File: src/rtl/button_pulse_gen.sv
// button_pulse_gen
//   Turns a raw, bouncing pushbutton into clean single-cycle enable pulses for a
//   downstream event counter, with optional auto-repeat while the button is held.
//
// Ports
//   clock      in   system clock, all logic on posedge
//   reset      in   asynchronous active-high reset, clears all state
//   btn_raw    in   raw asynchronous button level, 1 = pressed
//   repeat_en  in   1 = emit repeat pulses while held (sampled every cycle)
//   pulse      out  one-cycle enable pulse per accepted press or repeat
//   held       out  1 while the debounced button state is pressed
module button_pulse_gen #(
    parameter int unsigned CNT_W           = 20,
    parameter int unsigned DEBOUNCE_CYCLES = 4,
    parameter int unsigned REPEAT_DELAY    = 10,
    parameter int unsigned REPEAT_RATE     = 3
) (
    input  logic clock,
    input  logic reset,
    input  logic btn_raw,
    input  logic repeat_en,
    output logic pulse,
    output logic held
);

    typedef enum logic [1:0] {
        StIdle,
        StPressDb,
        StHeld,
        StReleaseDb
    } state_e;

    localparam logic [CNT_W-1:0] DbTarget  = CNT_W'(DEBOUNCE_CYCLES);
    localparam logic [CNT_W-1:0] RepDelay  = CNT_W'(REPEAT_DELAY);
    localparam logic [CNT_W-1:0] RepRate   = CNT_W'(REPEAT_RATE);
    localparam logic [CNT_W-1:0] CntOne    = CNT_W'(1);
    localparam logic [CNT_W-1:0] CntMax    = '1;
    localparam bit               SingleDb  = (DEBOUNCE_CYCLES == 1);

    logic             sync1_q, btn_s_q;
    state_e           state_q, state_d;
    logic [CNT_W-1:0] db_q, db_d;
    logic [CNT_W-1:0] rep_q, rep_d;
    // Set once the first repeat has fired; selects RATE instead of DELAY.
    logic             rep_first_q, rep_first_d;
    logic             pulse_q, pulse_d;
    logic             held_q, held_d;

    logic [CNT_W-1:0] db_inc, rep_inc, rep_target;

    // Saturating increments so the timers never wrap.
    assign db_inc     = (db_q == CntMax) ? db_q : db_q + CntOne;
    assign rep_inc    = (rep_q == CntMax) ? rep_q : rep_q + CntOne;
    assign rep_target = rep_first_q ? RepRate : RepDelay;

    always_ff @(posedge clock or posedge reset) begin
        if (reset) begin
            sync1_q     <= 1'b0;
            btn_s_q     <= 1'b0;
            state_q     <= StIdle;
            db_q        <= '0;
            rep_q       <= '0;
            rep_first_q <= 1'b0;
            pulse_q     <= 1'b0;
            held_q      <= 1'b0;
        end else begin
            sync1_q     <= btn_raw;
            btn_s_q     <= sync1_q;
            state_q     <= state_d;
            db_q        <= db_d;
            rep_q       <= rep_d;
            rep_first_q <= rep_first_d;
            pulse_q     <= pulse_d;
            held_q      <= held_d;
        end
    end

    always_comb begin
        state_d     = state_q;
        db_d        = db_q;
        rep_d       = rep_q;
        rep_first_d = rep_first_q;
        pulse_d     = 1'b0;

        unique case (state_q)
            StIdle: begin
                if (btn_s_q) begin
                    // The sampling edge itself counts as the first stable cycle.
                    if (SingleDb) begin
                        state_d     = StHeld;
                        pulse_d     = 1'b1;
                        db_d        = '0;
                        rep_d       = '0;
                        rep_first_d = 1'b0;
                    end else begin
                        state_d = StPressDb;
                        db_d    = CntOne;
                    end
                end
            end
            StPressDb: begin
                if (!btn_s_q) begin
                    state_d = StIdle;
                    db_d    = '0;
                end else if (db_inc >= DbTarget) begin
                    state_d     = StHeld;
                    pulse_d     = 1'b1;
                    db_d        = '0;
                    rep_d       = '0;
                    rep_first_d = 1'b0;
                end else begin
                    db_d = db_inc;
                end
            end
            StHeld: begin
                if (!btn_s_q) begin
                    rep_d       = '0;
                    rep_first_d = 1'b0;
                    if (SingleDb) begin
                        state_d = StIdle;
                        db_d    = '0;
                    end else begin
                        state_d = StReleaseDb;
                        db_d    = CntOne;
                    end
                end else if (!repeat_en) begin
                    // Disabling repeat restarts the initial delay on re-enable.
                    rep_d       = '0;
                    rep_first_d = 1'b0;
                end else if (rep_inc >= rep_target) begin
                    pulse_d     = 1'b1;
                    rep_d       = '0;
                    rep_first_d = 1'b1;
                end else begin
                    rep_d = rep_inc;
                end
            end
            StReleaseDb: begin
                if (btn_s_q) begin
                    // Release bounce: back to held without a new press pulse.
                    state_d     = StHeld;
                    db_d        = '0;
                    rep_d       = '0;
                    rep_first_d = 1'b0;
                end else if (db_inc >= DbTarget) begin
                    state_d = StIdle;
                    db_d    = '0;
                end else begin
                    db_d = db_inc;
                end
            end
            default: begin
                state_d = StIdle;
            end
        endcase
    end

    always_comb begin
        held_d = (state_d == StHeld) || (state_d == StReleaseDb);
    end

    assign pulse = pulse_q;
    assign held  = held_q;

endmodule

File: config.mk
export PLATFORM = sky130hd
export DESIGN_NAME = button_pulse_gen
export DESIGN_NICKNAME = d
export VERILOG_FILES = /design/src/rtl/button_pulse_gen.sv
export SDC_FILE = /design/constraint.sdc
export NUM_CORES = 1
export LEC_CHECK = 0
export CAP_MARGIN = 20
export CORE_MARGIN = 1.5
export CORE_UTILIZATION = 50
export CTS_CLUSTER_DIAMETER = 120
export DETAILED_ROUTE_END_ITERATION = 12
export PLACE_DENSITY = 0.66
export SLEW_MARGIN = 20
export SYNTH_ARGS = -nofsm -noshare
export SYNTH_HDL_FRONTEND = slang
export SYNTH_SLANG_ARGS = --single-unit
File: constraint.sdc
create_clock -name clock -period 10.6 [get_ports clock]
set_clock_uncertainty 0.2 [all_clocks]
set_input_delay 1.06 -clock clock [delete_from_list [all_inputs] [get_ports clock]]
set_output_delay 1.06 -clock clock [all_outputs]
set_load 0.005 [all_outputs]
After elaboration in Yosys (flattened, before gate mapping)

Cells that the tools add are included.

Muxes and demuxes: 36
Add/sub/neg operators: 2
Order comparisons: 2
Eq/ne operators: 13
Reduce and logical (&&, ||, !) cells: 6

Operators by type and width:

| cell                  | number |
|---|---|
| $mux 20               | 13 |
| $pmux 20 s4           | 1 |
| $pmux 20 s3           | 1 |
| $add 20x1->20 const B | 2 |
| $eq 20x20->1 const B  | 2 |
| $ge 20x3->1 const B   | 1 |
| $ge 20x4->1           | 1 |
| $mux 2                | 6 |
| $mux 1                | 11 |
| $ne 2x2->1 const B    | 5 |
| $eq 2x2->1 const B    | 4 |
| $pmux 2 s4            | 1 |
| $reduce_and 5->1      | 1 |
| $mux 4                | 1 |
| $ne 4x4->1 const B    | 1 |
| $reduce_and 4->1      | 1 |
| $pmux 1 s3            | 1 |
| $reduce_bool 3->1     | 1 |
| $eq 2x1->1 const B    | 1 |
| $logic_not 2->1       | 1 |
| $pmux 1 s2            | 1 |
| $reduce_and 2->1      | 1 |
| $logic_or 1x1->1      | 1 |

Output and inout bits: 2
Logic and storage cells: 67
Input bits: 4
Flip-flop bits (word level): 47

Depth between registers and ports, before layout

Gate-level depths: netlist of the first run.

Depth after elaboration: 8
Mapped depth: 13
Depth with buffers taken out: 13

Worst setup path after synthesis of the first run

OpenSTA, ideal clock, no wires.

Path kind: reg-to-reg
Start point: register rep_q[0]
End point: register rep_q[2]
Data required time: 10335 ps
Arrival time: 3366 ps
Library setup time: 65 ps
Slack: 6969 ps
Clock period less this slack: 3631 ps
Cell stages (with the launch flop): 14
Path buffers: 0
Cell sequence: dfrtp_1 > ha_1 > nand2_1 > or4_1 > nor3_1 > nor2_1 > xnor2_1 > ha_1 > and3_1 > a2111oi_0 > o2111ai_1 > and4b_1 > o21a_1 > o22a_1

Word-level cells in the longest chain between the ends: 7
Elaborated cells on any way between the ends: 8
Those cells by class: 1 x add/sub; 1 x order compare; 1 x eq/ne; 5 x mux

RTL lines:

| what                                                 | line | RTL |
|---|---|---|
| start, declared                                      | 43   | `logic [CNT_W-1:0] rep_q, rep_d;` |
| start signal, assigned                               | 71   | `rep_q <= rep_d;` |
| $add 20x1->20 / $eq 20x20->1 (equally long branches) | 53   | `assign rep_inc = (rep_q == CntMax) ? rep_q : rep_q + CntOne;` |
| $mux 20 *                                            | 53   |  |
| $ge 20x4->1                                          | 130  | `end else if (rep_inc >= rep_target) begin` |
| $mux 20 *                                            | 130  |  |
| $mux 20 *                                            | 126  | `end else if (!repeat_en) begin` |
| $mux 20 *                                            | 116  | `if (!btn_s_q) begin` |
| $pmux 20 s3 *                                        | 85   | `unique case (state_q)` |

Mark *: on every way between the ends. The rest lies on a longest branch, timed or not.
A chain may end at the register's enable or synchronous reset.

Final worst setup path of the first run

Start point: register rep_q[0]
End point: register rep_q[3]

The elaborated chain is that of the path after synthesis.

==> impl_results.md, run 1 <==
- Clock power share: 0.284
- Arr. time, crit path: 4.18 ns
- Largest family of logic cells by synthesized area: simple AND/OR/NAND/NOR gates
- Clock Root Buffer: clkbuf_8
- RSZ-0062 raised after global routing: no
- Critical hold path startpoint: sync1_q
- Port Buffer Count: 5
- Worst path cell trace: ha_1 -> nand2_1 -> or4_1 -> nor3_1 -> nor2_1 -> xnor2_1 -> ha_1 -> and3_1 -> a2111oi_0 -> o2111ai_1 -> and4b_1 -> a21oi_1 -> o21ai_0
- Post-Synth Simple-Gate Area: 0.300
- H-tree levels: 2
- Reg clk slew, reported paths: 0.08 ns
- Number of vias per cell: 5.77
- # IOs: 6
- Mapped Area: 2710 µm²
- Ratio of cells with drive above 1 in the final layout: 0.0642
- DR iter-0 viols: 139
- Post-Synthesis Cells: 287
- Crit path kind: reg2reg
- Total negative slack: 0 ns
- Critical Path End Type: flip-flop
- Crit-path slowest cell: or4_1
- Nets: 308
- Largest net degree at the start of global routing: 47
- Avg Cell Area, Syn: 9.44 µm²
- Hold Slack: 0.160 ns
- Synth Flop Type: dfrtp_1
- Cells on worst reg2reg path: 13
- Hold Path Depth: 0
- Setup Buffers After CTS: 0
- Worst EP required: 10.61 ns
- Clock Latency Late Sink: 0.29 ns
- Status: completed
- GRT busiest layer: met2
- Slack of the worst reg-to-reg path: 6.43 ns
- Overall power: 0.000388 W
- Yosys reg bits: 46
- HP Class: reg2reg
- GR Util met2: 0.297
- Antenna fix cells: 0
- Area contributors post-synth: dfrtp_1, ha_1, and2_1
- Final worst path period need: 4.17 ns
- Crit path buf inv count: 0
- Post-synth EDFFs: 0
- Maximum VDD drop: 0.155 mV
- Sw Ratio: 0.309
- Post-synthesis sequential area ratio: 0.425
- Met1 Use GR: 0.292
- Die X: 76.6 µm
- Initial Util: 0.524
- Leak Pwr: 1.19 nW
- Final setup vio count: 0
- DRT antenna net count: 0
- HPWL after DPL: 3.76 mm
- Cell family with most CP delay: simple AND/OR/NAND/NOR gates
- Grt ovf: 0
- Max-slew headroom: 0.451
- Gpl congestion: 0.813
- Synth top area share: 0.425
- Slew @ Worst Pin: 0.823 ns
- Largest area contributor in the netlist: dfrtp_1
- Clock tree buffer depth: 2
- Reg power frac: 0.484
- P_int: 0.000268 W
- Critical path peak fanout: 5
- Most common cell after layout, fill and taps aside: dfrtp_1
- Core box area: 5170 µm²
- Most frequent cells in the layout: dfrtp_1, nor2_1, nand2_1, and2_1, nor2b_1
- Initial antenna violation count: 0
- Tcrit/Tclk final: 0.394
- Distinct cells, synth: 56
- Max-slew violations: 0
- Post-Synth Adder-Cell Area: 0.0416
- CTS buffer count: 5
- Remaining routing DRC violations: 0
- Wire per inst: 14.6 µm
- Yosys warns: 0
- Synth Area in Compound Gates: 0.164
- First-pass GRT wire length: 9.45 mm
- Clock Sinks: 46
- Pre-CTS setup slack: 6.45 ns
- Site Rows: 26
- Syn Nets: 300
- Async SR Flop Fraction: 1.00
- Post-Synth XOR/XNOR Area: 0.0259
- Die area: 5870 µm²
- Largest stage delay, worst path: 0.58 ns
- CTS tree: done
- Mux share of post-synthesis cell area: 0.0189
- CP most frequent cell: ha_1
- Area post-placement: 2840 µm²
- Cell Pwr Density: 133 nW/µm²
- Vias: 2110
- GRT Util Overall: 0.201
- Die Ht: 76.6 µm
- Hold EP: btn_s_q
- Grt met3 use: 0.0419
- Cell area after layout: 2930 µm²
- Worst flop-to-flop path startpoint: rep_q[0]
- Reg-to-Reg End: rep_q[3]
- Hold Fails Final Rpt: 0
- Final Worst Setup Slack: 6.43 ns
- Worst setup SP type: flip-flop
- Switching power: 0.000120 W
- Max Cap Violations: 0
- First-pass DRT Iterations: 4
- CTS resizes: 0
- Final WL: 5.35 mm
- Fmax: 0.240 GHz
- Area grow syn2layout: 8.08%
- Vias in the first global route: 2028
- Hold buffer count at cts: 0
- Comb power frac: 0.232
[sequential cells by signal, indices dropped and copies added, names as in the netlist]
signal,count
pulse,1
rep_first_q,1
held,1
btn_s_q,1
rep_q,20
state_q,1
sync1_q,1
db_q,20
[worst max-delay path by stage]
| stage | startpoint | endpoint | cells past startpoint |
|---|---|---|---|
| 2_1_floorplan | rep_q[0] | rep_q[2] | 13 |
| 3_3_place_gp | rep_q[0] | rep_q[2] | 13 |
| 3_5_place_dp | rep_q[0] | rep_q[1] | 13 |
| 4_1_cts | rep_q[0] | rep_q[3] | 13 |
| 5_1_grt | rep_q[0] | rep_q[3] | 13 |
| 6_report | rep_q[0] | rep_q[3] | 13 |
[cell type report]
class	count	area (µm²)
Multi-Input combinational cell	223	1490
Sequential cell	46	1150
Clock buffer	7	86.3
Clock inverter	1	5.00
Fill cell	450	2240
Timing Repair Buffer	6	57.6
Inverter	13	50.0
Tap cell	70	87.6
[synth_stat cells (6+ instances only)]
cell	n
dfrtp_1	46
nor2_1	23
and2_1	17
nand2_1	17
nor2b_1	17
o21ai_0	16
inv_1	13
nand3_1	11
nand4_1	10
ha_1	9
and3_1	8
a21oi_1	6
nor3_1	6
[worst reg2reg max path: stages, from the launching register on]
cell and delay, ns:
dfrtp_1 0.43, ha_1 0.24, nand2_1 0.12, or4_1 0.58
nor3_1 0.45, nor2_1 0.17, xnor2_1 0.16, ha_1 0.29
and3_1 0.18, a2111oi_0 0.36, o2111ai_1 0.21, and4b_1 0.40
a21oi_1 0.09, o21ai_0 0.21
[through the flow]
stage	cells	utilization
after floorplan	287	-
after global placement	358	0.548
after detailed placement	358	0.548
after CTS	366	0.566
after global routing	366	0.566
final	366	0.566
[kinds of logic after synthesis]
logic type	count (synthesis)
AOI/OAI and AO/OA	61
xor gates and xnor gates	8
adders and majority gates	9
buffers and inverters	18
DFF	46
muxes	5
and+or+nand+nor	140
[power groups by stage]
| stage | Sequential (W) | Clock [W] | Combinational [W] |
|---|---|---|---|
| floorplan | 0.000190 | 0 | 0.0000698 |
| global placement | 0.000191 | 0 | 0.0000889 |
| detailed placement | 0.000191 | 0 | 0.0000903 |
| CTS | 0.000188 | 0.000115 | 0.0000907 |
| global route | 0.000189 | 0.000123 | 0.000102 |
| finish | 0.000188 | 0.000110 | 0.0000900 |
[per-layer routing]
metal | routed length (µm) | vias up | share of wire
met5 | 0 | - | 0
met4 | 71 | 0 | 0.013
met3 | 170 | 6 | 0.032
met2 | 2260 | 23 | 0.42
met1 | 2850 | 1011 | 0.53
li1 | - | 1070 | -
No activity file was read; power rests on OpenSTA's default activity.
==> run 2: changes to the inputs <==
PLACE_DENSITY = 0.69   (was 0.66)
clock period = 3.4 ns   (was 10.6 ns; I/O delays follow)
==> run 2 against run 1 <==
Compared with the run above:
- wire length grew 7.8%
- sequential power rose to 3.1 times the previous value
- sequential cell count is the same
- non-clock buffer count is 28 higher
- combinational power increased to 3.5 times the previous value
- design area up 11%
- critical path depth did not move
- register-to-register slack worse by 6.3 ns
- via count is 5.7% higher
==> impl_results.md, run 2 (synthesis gave the netlist of run 1 again) <==
- Max-slew violations: 0 (unchanged)
- Die Ht: 76.6 µm (unchanged)
- Ratio of cells with drive above 1 in the final layout: 0.179 (+0.115)
- Total negative slack: 0 ns (unchanged)
- Worst setup SP type: flip-flop
- Slew @ Worst Pin: 0.930 ns (+0.106 ns)
- CTS tree: done
- Most common cell after layout, fill and taps aside: dfrtp_1
- Clock Root Buffer: clkbuf_8
- Biggest regs: db_q x20, rep_q x20
- Status: completed
- Reg-to-Reg End: rep_q[2]
- Max-slew headroom: 0.362 (-0.0886)
- Slack of the worst reg-to-reg path: 0.08 ns (-6.35 ns)
- Reg clk slew, reported paths: 0.08 ns (about the same)
- Tcrit/Tclk final: 0.976 (+0.582)
- GRT Util Overall: 0.208 (+0.00701)
- Crit path kind: reg2reg
- Final WL: 5.77 mm (+7.8%)
- Final setup vio count: 0 (unchanged)
- Leak Pwr: 1.36 nW (+14%)
- Area of the multi-input gates: 1580 µm² (+5.7%)
- Hold EP: btn_s_q
- Core box area: 5170 µm² (unchanged)
- Site Rows: 26 (unchanged)
- Max Cap Violations: 0 (unchanged)
- Number of vias per cell: 5.66 (-1.8%)
- First-pass GRT wire length: 9.86 mm (+4.4%)
- Most frequent cells in the layout: dfrtp_1, buf_4, nor2_1
- RSZ-0062 raised after global routing: yes
- Vias in the first global route: 2034 (+0.30%)
- # IOs: 6 (unchanged)
- Nets: 336 (+9.1%)
- Critical Path End Type: flip-flop
- Clock Latency Late Sink: 0.29 ns (about the same)
- Cell Pwr Density: 385 nW/µm² (+190%)
- Final worst path period need: 3.32 ns (-0.855 ns)
- Reg area: 1150 µm² (unchanged)
- Fin cells: 394 (+7.7%)
- Remaining routing DRC violations: 0 (unchanged)
- Initial antenna violation count: 0 (unchanged)
- Worst flop-to-flop path startpoint: rep_q[10]
- Hold Fails Final Rpt: 0 (unchanged)
- Port Buffer Count: 5 (unchanged)
- CTS buffer count: 5 (unchanged)
- Wire per inst: 14.6 µm (about the same)
- Largest net degree at the start of global routing: 47 (unchanged)
- Placed insts: 379 (+5.9%)
- DR iter-0 viols: 171 (+23%)
- Maximum VDD drop: 0.344 mV (+120%)
- Grt ovf: 0 (unchanged)
- Die X: 76.6 µm (unchanged)
- HP Class: reg2reg
- Hold Path Depth: 0 (unchanged)
- Cells on worst reg2reg path: 13 (unchanged)
- HPWL after DPL: 4.00 mm (+6.5%)
- First-pass DRT Iterations: 5 (+1)
- Fmax: 0.301 GHz (+26%)
- Critical path peak fanout: 5 (unchanged)
- Clock Sinks: 46 (unchanged)
- DRT antenna net count: 0 (unchanged)
- Fillers: 421 (-6.4%)
- Worst EP required: 3.39 ns (-7.22 ns)
- Arr. time, crit path: 3.31 ns (-0.87 ns)
- Gpl congestion: 0.846 (+4.0%)
- Area grow syn2layout: 19.5%
- Antenna fix cells: 0 (unchanged)
- Vias: 2230 (+5.7%)
- Die area: 5870 µm² (unchanged)
- H-tree levels: 2 (unchanged)
- Clock tree buffer depth: 2 (unchanged)
- Critical hold path startpoint: sync1_q
- Initial Util: 0.524 (unchanged)
- Hold Slack: 0.164 ns (+0.00430 ns)
run 2: power by group:
part	internal, W	leakage [nW]	switching [W]
logic	0.000136	0.679	0.000182
registers	0.000567	0.633	0.0000211
clock network	0.000164	0.0482	0.000177
total	0.000867	1.36	0.000381
run 2: layer usage:
metal,GRT usage,share of wire,routed length (µm)
met5,0,0,0
met4,0.0593,0.011,65
met2,0.312,0.46,2640
met3,0.0443,0.040,228
met1,0.304,0.49,2830
run 2: how the worst max path moves through the flow:
stage | start | slack, ns | end
finish | rep_q[10] | 0.08 | rep_q[2]
global route | rep_q[10] | -0.08 | rep_q[2]
detailed placement | rep_q[0] | -0.004 | rep_q[2]
floorplan | rep_q[0] | 0.04 | rep_q[2]
CTS | rep_q[0] | 0.04 | rep_q[2]
global placement | rep_q[1] | 0.08 | rep_q[2]
run 2: area by class of cell:
type                       instances  area share
sequential                        46       0.355
multi-input combinational        223       0.487
clock inverter                     1     0.00154
timing repair buffer              34      0.0877
tap                               70      0.0270
clock buffer                       7      0.0267
inverter                          13      0.0151
run 2: critical path, cell delays in order, from the launching register on:
cell and delay (ns):
dfrtp_1 0.36, nand4_1 0.17, or4_4 0.60, nor3_4 0.25, buf_6 0.15, xor2_2 0.05, ha_1 0.27, nand2b_4 0.11
a2bb2oi_1 0.06, mux2_2 0.26, o21a_1 0.18, and4b_2 0.26, o21a_1 0.11, o22a_1 0.18
run 2: repair_timing:
action	in CTS	in global routing
pin swaps	2	11
buffers inserted	0	7
hold buffers	0	0
endpoints found under the setup margin	4	8
resized for setup	1	12
run 2: metrics by stage:
step / util / setup slack, ns / power, W / cell area [µm²]
finish: 0.626 / 0.0813 / 0.00125 / 3240
global route: 0.626 / -0.0814 / 0.00134 / 3240
global placement: 0.586 / 0.0846 / 0.000904 / 3030
CTS: 0.604 / 0.0375 / 0.00126 / 3130
detailed placement: 0.586 / -0.00388 / 0.000912 / 3030
floorplan: - / 0.0429 / 0.000810 / 2740
